$ cat config.mk
export PLATFORM = sky130hd
export DESIGN_NAME = memory_stage
export DESIGN_NICKNAME = d
export VERILOG_FILES = /design/src/rtl/memory_stage.sv
export SDC_FILE = /design/constraint.sdc
export NUM_CORES = 1
export LEC_CHECK = 0
export ABC_AREA = 1
export CELL_PAD_IN_SITES_DETAIL_PLACEMENT = 0
export CELL_PAD_IN_SITES_GLOBAL_PLACEMENT = 1
export CORE_MARGIN = 1.5
export CORE_UTILIZATION = 33
export CTS_CLUSTER_DIAMETER = 30
export DETAILED_ROUTE_END_ITERATION = 6
export PLACE_DENSITY_LB_ADDON = 0.08
export SLEW_MARGIN = 20
export SYNTH_ARGS = -nofsm -noshare
export SYNTH_HDL_FRONTEND = slang
export SYNTH_SLANG_ARGS = --single-unit
$ cat constraint.sdc
create_clock -name clk -period 2.35 [get_ports clk]
set_input_delay 0.235 -clock clk [delete_from_list [all_inputs] [get_ports clk]]
set_output_delay 0.235 -clock clk [all_outputs]
set_load 0.05 [all_outputs]
$ cat src/rtl/memory_stage.sv
// MEM pipeline stage: holds one instruction in M, runs byte/half/word loads and stores over a
// req/ack data-memory port, and presents the completed result to writeback in W.
module memory_stage #(
    parameter int unsigned TIMEOUT = 16
) (
    input  logic        clk,
    input  logic        rst,
    input  logic        in_MemWrite,
    input  logic        in_MemRead,
    input  logic        in_RegWrite,
    input  logic        in_MemToReg,
    input  logic        in_RegDataSrc,
    input  logic        in_PCSrc,
    input  logic [4:0]  in_RegDest,
    input  logic [31:0] alu_result,
    input  logic [31:0] rs2_value,
    input  logic [1:0]  mem_size,
    input  logic        mem_unsigned,
    output logic        out_RegWrite,
    output logic        out_MemToReg,
    output logic        out_RegDataSrc,
    output logic        out_PCSrc,
    output logic [4:0]  out_RegDest,
    output logic [31:0] out_alu_result,
    output logic [31:0] out_mem_data,
    output logic        out_misaligned,
    output logic        out_bus_error,
    output logic        stall,
    output logic        dmem_req,
    output logic        dmem_we,
    output logic [31:0] dmem_addr,
    output logic [31:0] dmem_wdata,
    output logic [3:0]  dmem_wstrb,
    input  logic [31:0] dmem_rdata,
    input  logic        dmem_ack
);

    localparam int unsigned CW = (TIMEOUT < 2) ? 1 : $clog2(TIMEOUT + 1);

    typedef enum logic [0:0] {StIdle, StWait} state_e;

    state_e         state_q, state_d;
    logic [CW-1:0]  wait_cnt_q, wait_cnt_d;

    // M register: the instruction currently owning the stage
    logic        m_mem_write, m_mem_read, m_reg_write, m_mem_to_reg, m_reg_data_src, m_pc_src;
    logic [4:0]  m_reg_dest;
    logic [31:0] m_alu_result, m_rs2;
    logic [1:0]  m_size;
    logic        m_unsigned;

    logic        is_mem, misaligned, at_limit, timeout_hit, ack_ok;
    logic [31:0] load_data;

    always_comb begin
        is_mem     = m_mem_read | m_mem_write;
        misaligned = ((m_size == 2'b01) & m_alu_result[0]) |
                     (m_size[1] & (m_alu_result[1:0] != 2'b00));
        dmem_req   = is_mem & ~misaligned;
        dmem_we    = dmem_req & m_mem_write;
        dmem_addr  = {m_alu_result[31:2], 2'b00};
        // at_limit: this cycle is the TIMEOUT-th cycle req has been held
        if (state_q == StIdle) begin
            at_limit = (TIMEOUT == 1);
        end else begin
            at_limit = (wait_cnt_q == CW'(TIMEOUT - 1));
        end
        ack_ok      = dmem_req & dmem_ack;
        timeout_hit = dmem_req & ~dmem_ack & at_limit;
        stall       = dmem_req & ~dmem_ack & ~timeout_hit;
    end

    always_comb begin
        dmem_wdata = m_rs2;
        dmem_wstrb = 4'b0000;
        case (m_size)
            2'b00: begin
                dmem_wdata = {4{m_rs2[7:0]}};
                dmem_wstrb = 4'b0001 << m_alu_result[1:0];
            end
            2'b01: begin
                dmem_wdata = {2{m_rs2[15:0]}};
                dmem_wstrb = m_alu_result[1] ? 4'b1100 : 4'b0011;
            end
            default: begin
                dmem_wdata = m_rs2;
                dmem_wstrb = 4'b1111;
            end
        endcase
        if (!dmem_we) begin
            dmem_wstrb = 4'b0000;
        end
    end

    always_comb begin
        load_data = dmem_rdata;
        case (m_size)
            2'b00: begin
                load_data[7:0]  = dmem_rdata[8*m_alu_result[1:0] +: 8];
                load_data[31:8] = {24{~m_unsigned & load_data[7]}};
            end
            2'b01: begin
                load_data[15:0]  = m_alu_result[1] ? dmem_rdata[31:16] : dmem_rdata[15:0];
                load_data[31:16] = {16{~m_unsigned & load_data[15]}};
            end
            default: load_data = dmem_rdata;
        endcase
    end

    always_comb begin
        state_d    = StIdle;
        wait_cnt_d = '0;
        if (stall) begin
            state_d    = StWait;
            wait_cnt_d = wait_cnt_q + CW'(1);
        end
    end

    always_ff @(posedge clk) begin
        if (rst) begin
            state_q    <= StIdle;
            wait_cnt_q <= '0;
        end else begin
            state_q    <= state_d;
            wait_cnt_q <= wait_cnt_d;
        end
    end

    always_ff @(posedge clk) begin
        if (rst) begin
            m_mem_write    <= 1'b0;
            m_mem_read     <= 1'b0;
            m_reg_write    <= 1'b0;
            m_mem_to_reg   <= 1'b0;
            m_reg_data_src <= 1'b0;
            m_pc_src       <= 1'b0;
            m_reg_dest     <= '0;
            m_alu_result   <= '0;
            m_rs2          <= '0;
            m_size         <= '0;
            m_unsigned     <= 1'b0;
            out_RegWrite   <= 1'b0;
            out_MemToReg   <= 1'b0;
            out_RegDataSrc <= 1'b0;
            out_PCSrc      <= 1'b0;
            out_RegDest    <= '0;
            out_alu_result <= '0;
            out_mem_data   <= '0;
            out_misaligned <= 1'b0;
            out_bus_error  <= 1'b0;
        end else if (!stall) begin
            m_mem_write    <= in_MemWrite;
            m_mem_read     <= in_MemRead;
            m_reg_write    <= in_RegWrite;
            m_mem_to_reg   <= in_MemToReg;
            m_reg_data_src <= in_RegDataSrc;
            m_pc_src       <= in_PCSrc;
            m_reg_dest     <= in_RegDest;
            m_alu_result   <= alu_result;
            m_rs2          <= rs2_value;
            m_size         <= mem_size;
            m_unsigned     <= mem_unsigned;
            // Faulted accesses must not write back
            out_RegWrite   <= m_reg_write & ~(is_mem & misaligned) & ~timeout_hit;
            out_MemToReg   <= m_mem_to_reg;
            out_RegDataSrc <= m_reg_data_src;
            out_PCSrc      <= m_pc_src;
            out_RegDest    <= m_reg_dest;
            out_alu_result <= m_alu_result;
            out_mem_data   <= (ack_ok & m_mem_read) ? load_data : 32'h0;
            out_misaligned <= is_mem & misaligned;
            out_bus_error  <= timeout_hit;
        end
    end

endmodule

---- After elaboration in Yosys (flattened, before gate mapping) ----
Index checks and enable logic that the tools add are counted.
storage, ports and cells
  memories kept ........................... 0
  output and inout bits ................... 146
  bits in writable memories ............... 0
  bits in read-only memories .............. 0
  input bits .............................. 113
  word-level logic and storage cells ...... 61
  bits in latches ......................... 0
  bits in registers ....................... 159
operators by class
  bitwise logic cells ..................... 22
  shifts and indexed selects .............. 2
  order comparisons ....................... 0
  div/mod/pow operators ................... 0
  reduce and logical (&&, ||, !) cells .... 3
  eq/ne operators ......................... 2
  multiply operators ...................... 0
  add/subtract/negate cells ............... 1
  muxes and demuxes ....................... 9
operators with widths
  cell                                                  number
  one-hot mux 32 bit (2 select lines)                   2
  two-way mux 32 bit                                    1
  variable part select 32 x 6 -> 8 bit                  1
  two-way mux 16 bit                                    1
  AND 1 bit                                             14
  two-way mux 4 bit                                     2
  one-hot mux 4 bit (2 select lines)                    1
  inverter 1 bit                                        6
  adder 5 x 1 -> 5 bit (second input constant)          1
  equality test 5 x 4 -> 1 bit (second input constant)  1
  left shift 1 x 2 -> 4 bit (first input constant)      1
  equality test 2 x 1 -> 1 bit (second input constant)  1
  logical NOT 2 bit                                     1
  two-way mux 1 bit                                     2
  bitwise OR 1 bit                                      2
  nonzero test 2 bit                                    1
  OR reduction 2 bit                                    1

---- Logic depth before layout (Yosys ltp) ----
  word-level depth ........................ 11
  mapped depth ............................ 11
  depth with buffers taken out ............ 9

---- Least setup slack after synthesis ----
Ideal clock, no wire load.
  kind .................................... register to output
  start ................................... register m_size[1]
  end ..................................... output port dmem_wstrb[0]
  slack ................................... -0.158 ns
  stages on the path, launching flop included .. 9
  data required time ...................... 2.115 ns
  path buffers ............................ 1
  data arrival time ....................... 2.273 ns
  cell sequence ........................... dfxtp_1 > buf_2 > inv_2 > nand2_2 > nand2_4 > inv_1 > nor2_1 > inv_1 > nor2_1
on the way
  cells in the longest elaborated chain, start to end .. 7
  elaborated cells on any way between the ends .. 10
  those cells by class .................... eq/ne: 1; mux: 2; bitwise: 6; reduce/logical: 1
ends and longest elaborated chain
  what                          RTL line  text
  start, declared               49        logic [1:0] m_size;
  start signal, assigned        161       m_size <= mem_size;
  equality test 2 x 1 -> 1 bit  57        misaligned = ((m_size == 2'b01) & m_alu_result[0]) |
  AND 1 bit                     57
  bitwise OR 1 bit (*)          57
  inverter 1 bit (*)            59        dmem_req = is_mem & ~misaligned;
  AND 1 bit (*)                 59
  AND 1 bit (*)                 60        dmem_we = dmem_req & m_mem_write;
  net dmem_we                   30        output logic dmem_we,
  two-way mux 4 bit (*)         90        if (!dmem_we) begin
  end, declared                 33        output logic [3:0] dmem_wstrb,
Mark *: on every way through the listed nets, which the timed path passes. The rest lies on a longest branch.

---- Final worst setup path ----
  start ................................... register m_size[1]
  end ..................................... output port dmem_wdata[14]
on the way
  cells in the longest elaborated chain, start to end .. 2
  elaborated cells on any way between the ends .. 3
  those cells by class .................... eq/ne: 1; mux: 1; reduce/logical: 1
ends and longest elaborated chain
  what                                                               RTL line  text
  equality test 2 x 1 -> 1 bit or logical NOT 2 bit (tied branches)  76        case (m_size)
  one-hot mux 32 bit (2 select lines) (*)                            76
  end, declared                                                      32        output logic [31:0] dmem_wdata,
Mark *: on every way between the ends. The rest lies on a longest branch, timed or not.

==> key figures <==
Status
  • Outcome: finished clean

Pwr
  • Final total power: 7.61 mW
  • Static Leakage: roughly 4.3 nW
  • Switching power of the nets: roughly 2.5 mW
  • Combinational Power Share: 23.7%
  • Power per Cell Area: 746 nW/µm²
  • VDD IR-drop max: between 0.4 and 0.5 mV
  • Clock Power Share: 37.5%
  • Switching share of power: between 30% and 40%
  • Part of the total power dissipated in sequential elements: roughly two fifths
  • Design internal power: ~5.1 mW

CTS
  • Post-CTS Hold Buffers: 0
  • Max Buffers Root-to-Sink: 2
  • CTS buffer count: 17
  • Clock tree from TritonCTS: yes
  • Worst-Skew Late Latency: about 0.43 ns
  • Clock-pin slew on the worst setup and hold paths: around 0.060 ns
  • Depth of the CTS H-tree: 4
  • Sinks on Clock Net: 159
  • Clock tree root buffer cell: sky130_fd_sc_hd__clkbuf_16

Setup path
  • CP Data Required Time: about 2.1 ns
  • End of the worst register-to-register path: m_alu_result[18]$_SDFFE_PP0N_
  • CP max FO: 13
  • Count of cells along the worst register-to-register path: 11
  • Crit path kind: reg2out
  • Worst r2r src: wait_cnt_q[0]$_SDFF_PP0_
  • Arrival time reported for the critical path endpoint: 1.95 ns
  • Sort of element at the end of the critical path: output port
  • Worst reg2reg setup slack: roughly 0.33 ns
  • Element type at the critical path start: flop

Cells and area
  • Synth-to-layout area growth: 48.0%
  • Count of non-filler cells in the finished layout: roughly 1500
  • Share of layout cells above drive strength 1: between 8 and 9%
  • Nets: 1296
  • Ant diodes: 0
  • Post-route cell area: between 10000 and 15000 µm²
  • Number of filler cells placed in the layout: ~2100

GRT
  • Global-route congestion overflow total: 0
  • Antenna violations before repair: 0
  • Maximum number of pins on one net before global-route repair: between 100 and 150
  • Number of global-route vias before repair: 6179
  • Global-route wire length before repair: around 33000 µm
  • Aggregate global-route resource usage: between 10% and 20%

Yosys
  • Flop and latch count out of synthesis: 159
  • Primary flip-flop cell chosen by synthesis mapping: sky130_fd_sc_hd__dfxtp_1
  • Mapped cell area: 6890 µm²
  • Area contributors post-synth: sky130_fd_sc_hd__dfxtp_1, sky130_fd_sc_hd__nand2_1, sky130_fd_sc_hd__a21oi_1, sky130_fd_sc_hd__buf_4, sky130_fd_sc_hd__nand3_1
  • Per-instance average area after synthesis: roughly 7.0 µm²
  • Part of the Yosys area used for sequential elements: between 40 and 50%
  • Total number of yosys warnings: 0
  • EDFF count, synth: 0
  • Post-synthesis async set-or-reset flop share: 0%
  • Yosys top cell by area: sky130_fd_sc_hd__dfxtp_1
  • Area share of the largest cell type after synthesis: approximately 46%
  • Synthesized netlist cell count: a little under 1000
  • Distinct cell type count of the synthesized netlist: 26

Placed design
  • Last weighted congestion value of the routability-driven placer: about 0.76
  • Placed standard-cell area: between 9000 and 10000 µm²
  • Placed instance count: between 1000 and 1500
  • Port Buffers: 256
  • Hpwl dp: between 10000 and 15000 µm

Detailed routing
  • Via-per-instance ratio: roughly 4.5
  • Total length of routed met2 wires: about 9400 µm
  • Number of design-rule violations left by the first detailed-router iteration: about 350
  • Routed length per instance: around 15 µm
  • Total Wirelength: between 20000 and 25000 µm
  • Detailed Routing Iterations Pass 1: 5
  • Top routing layer used: met4
  • Length of routed met3 wiring: 1670 µm
  • Post-route antenna net violation count: 0
  • DRT met1 WL: ~10000 µm
  • Detailed-route via count: between 6000 and 7000
  • Remaining DRCs: 0

STA
  • Final hold viol count: 0
  • Slew Viols, Final: 0
  • Worst relative slew slack: 60.4%
  • Count of final setup violators: 0
  • Final period util: between 90% and 100%
  • Setup skew after layout: 0.0129 ns
  • Actual slew at the worst max-slew pin: 0.589 ns
  • Highest attainable clock frequency: approximately 460 MHz
  • Setup repair after global routing missed its margin: false
  • Worst hold slack after final layout: ~0.097 ns
  • Clock period minus worst slack: about 2.2 ns

Flow run
  • Number of max-cap violations: 0

Die
  • Initial core utilization: between 30% and 40%
  • Rows: 52
  • Ports placed on the boundary: 259
  • Core Footprint: just over 20000 µm²
  • DIE WIDTH: 148 µm
  • Die span in y: ~150 µm
  • Die ar.: 21800 µm²

Worst hold path
  • Worst Min Path Start: rst
  • Worst hold path cell count: 2
  • Min-delay worst type: in2reg
  • Hold worst-path end: out_bus_error$_SDFFE_PP0N_
-- stage by stage --
stage / setup WS (ns) / util [%] / TNS [ns]
4_1_cts: 0.0155 / 49.9 / 0
3_5_place_dp: 0.293 / 46.9 / 0
6_report: 0.166 / 50.1 / 0
5_1_grt: 0.0216 / 50.1 / 0
2_1_floorplan: -0.158 / - / -0.631
3_3_place_gp: 0.339 / 46.9 / 0
-- area by class of cell --
| class | instances | area, µm² | area share [%] |
|---|---|---|---|
| Sequential cell | 159 | 3180 | 31.2 |
| Timing Repair inverter | 1 | 6.26 | 0.0613 |
| Inverter | 43 | 171 | 1.68 |
| Tap cell | 270 | 338 | 3.31 |
| Clock inverter | 14 | 169 | 1.66 |
| Clock buffer | 18 | 429 | 4.21 |
| Timing Repair Buffer | 279 | 2970 | 29.1 |
| Multi-Input combinational cell | 680 | 2930 | 28.7 |
-- per-layer routing --
metal / track usage, % / vias to the layer above
met3: 6.76 / 11
li1: - / 3439
met5: 0 / -
met2: 29.5 / 189
met4: 4.25 / 0
met1: 26.4 / 2984
-- how the worst max path moves through the flow --
stage / end / cells past startpoint / slack [ns] / from
after floorplan: dmem_wstrb[0] / 8 / -0.16 / m_size[1]$_SDFFE_PP0N_
after global placement: out_alu_result[16]$_SDFFE_PP0N_ / 10 / 0.34 / wait_cnt_q[0]$_SDFF_PP0_
after detailed placement: out_alu_result[14]$_SDFFE_PP0N_ / 9 / 0.29 / wait_cnt_q[0]$_SDFF_PP0_
after CTS: dmem_wstrb[0] / 8 / 0.02 / m_size[1]$_SDFFE_PP0N_
after global routing: dmem_wdata[15] / 6 / 0.02 / m_size[1]$_SDFFE_PP0N_
final: dmem_wdata[14] / 6 / 0.17 / m_size[1]$_SDFFE_PP0N_
-- Yosys cell counts (all sizes together), types with 5 or more instances --
master	count
nor2	18
nand2	455
nand3	41
o21ai	13
buf	77
dfxtp	159
o211ai	5
inv	43
clkbuf	23
a21oi	138
-- what timing repair did --
action	CTS	global route
endpoints found under the setup margin	1	25
pin swaps	0	1
buffers inserted	1	2
resized for setup	2	9
gates cloned	1	0
-- power by group through the flow --
stage | Sequential [mW] | Clock [mW] | Combinational [mW]
final | 2.95 | 2.85 | 1.80
after global routing | 2.97 | 3.05 | 1.93
after CTS | 2.95 | 2.94 | 1.81
after detailed placement | 3.01 | 0 | 1.80
after global placement | 3.01 | 0 | 1.80
after floorplan | 3.17 | 0 | 0.960
-- placed cells by master, fill, tap and decap left out, types with 2 or more instances in the layout --
cell type / Yosys / final
sky130_fd_sc_hd__inv_4: 0 / 2
sky130_fd_sc_hd__inv_1: 41 / 40
sky130_fd_sc_hd__buf_4: 63 / 29
sky130_fd_sc_hd__dfxtp_1: 159 / 158
sky130_fd_sc_hd__conb_1: 1 / 2
sky130_fd_sc_hd__o21ai_1: 2 / 2
sky130_fd_sc_hd__inv_6: 0 / 5
sky130_fd_sc_hd__nor3_1: 2 / 2
sky130_fd_sc_hd__nor2_2: 0 / 5
sky130_fd_sc_hd__buf_12: 0 / 25
sky130_fd_sc_hd__bufinv_16: 0 / 2
sky130_fd_sc_hd__o211ai_1: 5 / 5
sky130_fd_sc_hd__clkinvlp_4: 0 / 2
sky130_fd_sc_hd__nor2_4: 2 / 2
sky130_fd_sc_hd__nand3_1: 39 / 39
sky130_fd_sc_hd__o21ai_0: 11 / 11
sky130_fd_sc_hd__a21oi_1: 138 / 138
sky130_fd_sc_hd__clkdlybuf4s50_1: 0 / 224
sky130_fd_sc_hd__inv_8: 0 / 5
sky130_fd_sc_hd__clkbuf_16: 0 / 17
sky130_fd_sc_hd__ha_1: 2 / 2
sky130_fd_sc_hd__nor2_1: 15 / 10
sky130_fd_sc_hd__nand3_2: 2 / 2
sky130_fd_sc_hd__nand2_1: 453 / 453
-- cells by family after synthesis --
logic type,share of synthesized area [%]
flip-flops,46.2
AND/OR/NAND/NOR,30.2
adder cells (fa/ha/maj),0.363
XOR/XNOR,0.127
AO/OA/AOI/OAI,11.5
buffers and inverters,11.6
other,0.0544
-- critical path, stage by stage (launching register included) --
cell                      delay [ns]
sky130_fd_sc_hd__dfxtp_1        0.37
sky130_fd_sc_hd__buf_4          0.21
sky130_fd_sc_hd__nor2_2         0.31
sky130_fd_sc_hd__buf_4          0.21
sky130_fd_sc_hd__nand2_1        0.06
sky130_fd_sc_hd__o21ai_0        0.17
sky130_fd_sc_hd__buf_12         0.19
(Power assumes the default switching activity.)
==> edit: new RTL, same settings <==
Make the reset (`rst`) asynchronous in 2 clocked blocks.
--- a/src/rtl/memory_stage.sv
+++ b/src/rtl/memory_stage.sv
@@ -118,3 +118,3 @@
 
-    always_ff @(posedge clk) begin
+    always_ff @(posedge clk or posedge rst) begin
         if (rst) begin
@@ -128,3 +128,3 @@
 
-    always_ff @(posedge clk) begin
+    always_ff @(posedge clk or posedge rst) begin
         if (rst) begin
Formal check against the unedited RTL: differs if rst is asserted again (counterexample within 4 cycles, from zero or initial values and one cycle with rst high); with rst held inactive, the same outputs for 4 cycles.
==> edit against the original RTL <==
Worst setup slack worse by 0.054 ns. Final cell count down 1.4%. Synthesized area up 6.1%. Cell area rose by 4.0%. Routed wire length up 0.11%. Register-to-register slack better by 0.11 ns. Sequential cell count is the same.
Power is not compared: it rests on default switching activity, and its combinational part moved more than twofold at a synthesized area within 25%.
==> edit: results (changes against the original RTL) <==
stage,metric,value,unit,change
layout,FILL cells,2125,,was 2087
grt,global-route wire length before repair,34.16,mm,was 33.32 mm
timing,Worst Skew,0.01031,ns,was 0.01291 ns
placed_design,hpwl dp,14.78,mm,was 14.34 mm
synthesis,synth warn,0,,unchanged
synthesis,Post-synth top flop,dfrtp_1,,was dfxtp_1
clock_network,Num CTS Buffers,17,,unchanged
worst_setup_path,critical path data arrival time,2.00,ns,was 1.95 ns
power_and_ir_drop,Max VDD drop,462.2,uV,
min_path,Worst Hold Class,in -> async,,was in -> reg
placed_design,Setup WS pre-CTS,0.3975,ns,was 0.2934 ns
synthesis,Netlist cell types,23,,was 26
clock_network,CTS Buffer Depth,2,,unchanged
grt,antenna violations before repair,2,,was 0
grt,pin count of the biggest net entering global routing,110,,was 119
synthesis,most frequent cells after synthesis,"nand2_1 (559), dfrtp_1 (159), buf_4 (58)",,"was nand2_1 (453), dfxtp_1 (159), a21oi_1 (138)"
layout,Final nets,1264,,was 1296
clock_network,clock slew at the register clock pins of the worst setup and hold paths,0.07,ns,
placed_design,"Cell Area, Placed",10020,um^2,was 9549 um^2
grt,overall routing resource usage,0.1862,,was 0.1939
layout,share of cells above drive strength 1,0.07917,,was 0.08878
placed_design,PortBufs,256,,unchanged
synthesis,register area share after synthesis,0.5441,,was 0.4618
route,drt first-iter violations,309,,was 349
status,status,completed,,unchanged
worst_setup_path,"Max FO, Critical Path",10,,was 13
grt,vias in the first global route,6131,,was 6179
synthesis,asr flop ratio synth,1.000,,was 0
route,DRT Pass-1 Iters,4,,was 5
power_and_ir_drop,Pleak,5.353,nW,
clock_network,"Clk Latency, worst-skew pair",0.42,ns,
route,# DRC,0,,unchanged
power_and_ir_drop,power per standard cell area,1142,nW/um^2,
clock_network,H-tree levels,4,,unchanged
timing,Slew @ Worst Pin,0.6691,ns,was 0.5893 ns
synthesis,Synth area leaders,"dfrtp_1 (54%), nand2_1 (29%), buf_4 (6.0%), nand3_1 (2.9%), nor2_1 (2.1%)",,"was dfxtp_1 (46%), nand2_1 (25%), a21oi_1 (10%), buf_4 (6.9%), nand3_1 (2.8%)"
worst_setup_path,path depth of the worst reg2reg path,10,,was 11
clock_network,postcts setup bufs,0,,was 1
clock_network,root buf cell,clkbuf_16,,unchanged
route,vias,6362,,was 6623
placed_design,RePlAce Congestion,0.8060,,was 0.7641
route,drt total wl,21.29,mm,was 21.27 mm
[edit: area by class of cell]
type / count / area share
Multi-Input combinational cell: 677 / 0.2545
Antenna cell: 2 / 0.0004716
Tap cell: 280 / 0.03302
Clock buffer: 18 / 0.04139
Clock inverter: 14 / 0.01332
Timing Repair Buffer: 272 / 0.2738
Sequential cell: 159 / 0.3750
Inverter: 22 / 0.008607
[edit: worst paths after layout]
path | end | start | slack [ns]
max | dmem_wstrb[1] | m_size[1] | 0.11
min | m_rs2[4] | rst | 0.31
max reg2reg | m_reg_dest[0] | wait_cnt_q[0] | 0.44
min reg2reg | wait_cnt_q[0] | wait_cnt_q[0] | 0.47
max in group asynchronous | out_mem_data[7] | rst | 1.48
min in group clk | m_alu_result[7] | alu_result[7] | 0.34
[edit: what timing repair did]
| item | 4_1_cts | 5_1_grt |
|---|---|---|
| hold buffers | 0 | 0 |
| gates resized for setup | 0 | 1 |
| setup endpoints to repair | 0 | 1 |
| hold endpoints to repair | 0 | 0 |
[edit: power breakdown]
group	switching (mW)	internal, mW	leakage (nW)	total (mW)
sequential	0.397	3.33	1.97	3.73
combinational	3.77	1.89	3.10	5.66
clock	1.29	1.44	0.278	2.73
total	5.46	6.66	5.35	12.1
[edit: logic make-up (layout without fill, tap and decap cells)]
kind of cell | after synthesis | in the layout | share of synthesized area
buf+inv | 106 | 326 | 0.08845
flops | 159 | 159 | 0.5441
simple gates | 651 | 651 | 0.3476
fa+ha+maj | 2 | 2 | 0.003421
xor+xnor | 1 | 1 | 0.001198
compound gates | 21 | 21 | 0.01471
other cells | 1 | 4 | 0.0005128
[edit: through the flow]
step           hold WS [ns]  std cells
2_1_floorplan        0.3055        942
4_1_cts              0.3166       1442
5_1_grt              0.3286       1443
3_3_place_gp         0.4432       1410
3_5_place_dp         0.4577       1410
6_report             0.3143       1444
[edit: critical path: stages, from the launching register on]
cell and delay [ns]:
dfrtp_1 0.44, nor2_2 0.07, buf_4 0.18, inv_1 0.28, nand2_1 0.18, a21oi_1 0.20, buf_4 0.23
[edit: layer usage]
| metal | up-vias | wire length (um) | track usage |
|---|---|---|---|
| met5 | - | 0 | 0 |
| met4 | 0 | 246 | 0.04901 |
| met3 | 16 | 1615 | 0.06988 |
| met2 | 178 | 9487 | 0.2799 |
| met1 | 2929 | 9939 | 0.2523 |
| li1 | 3239 | - | - |
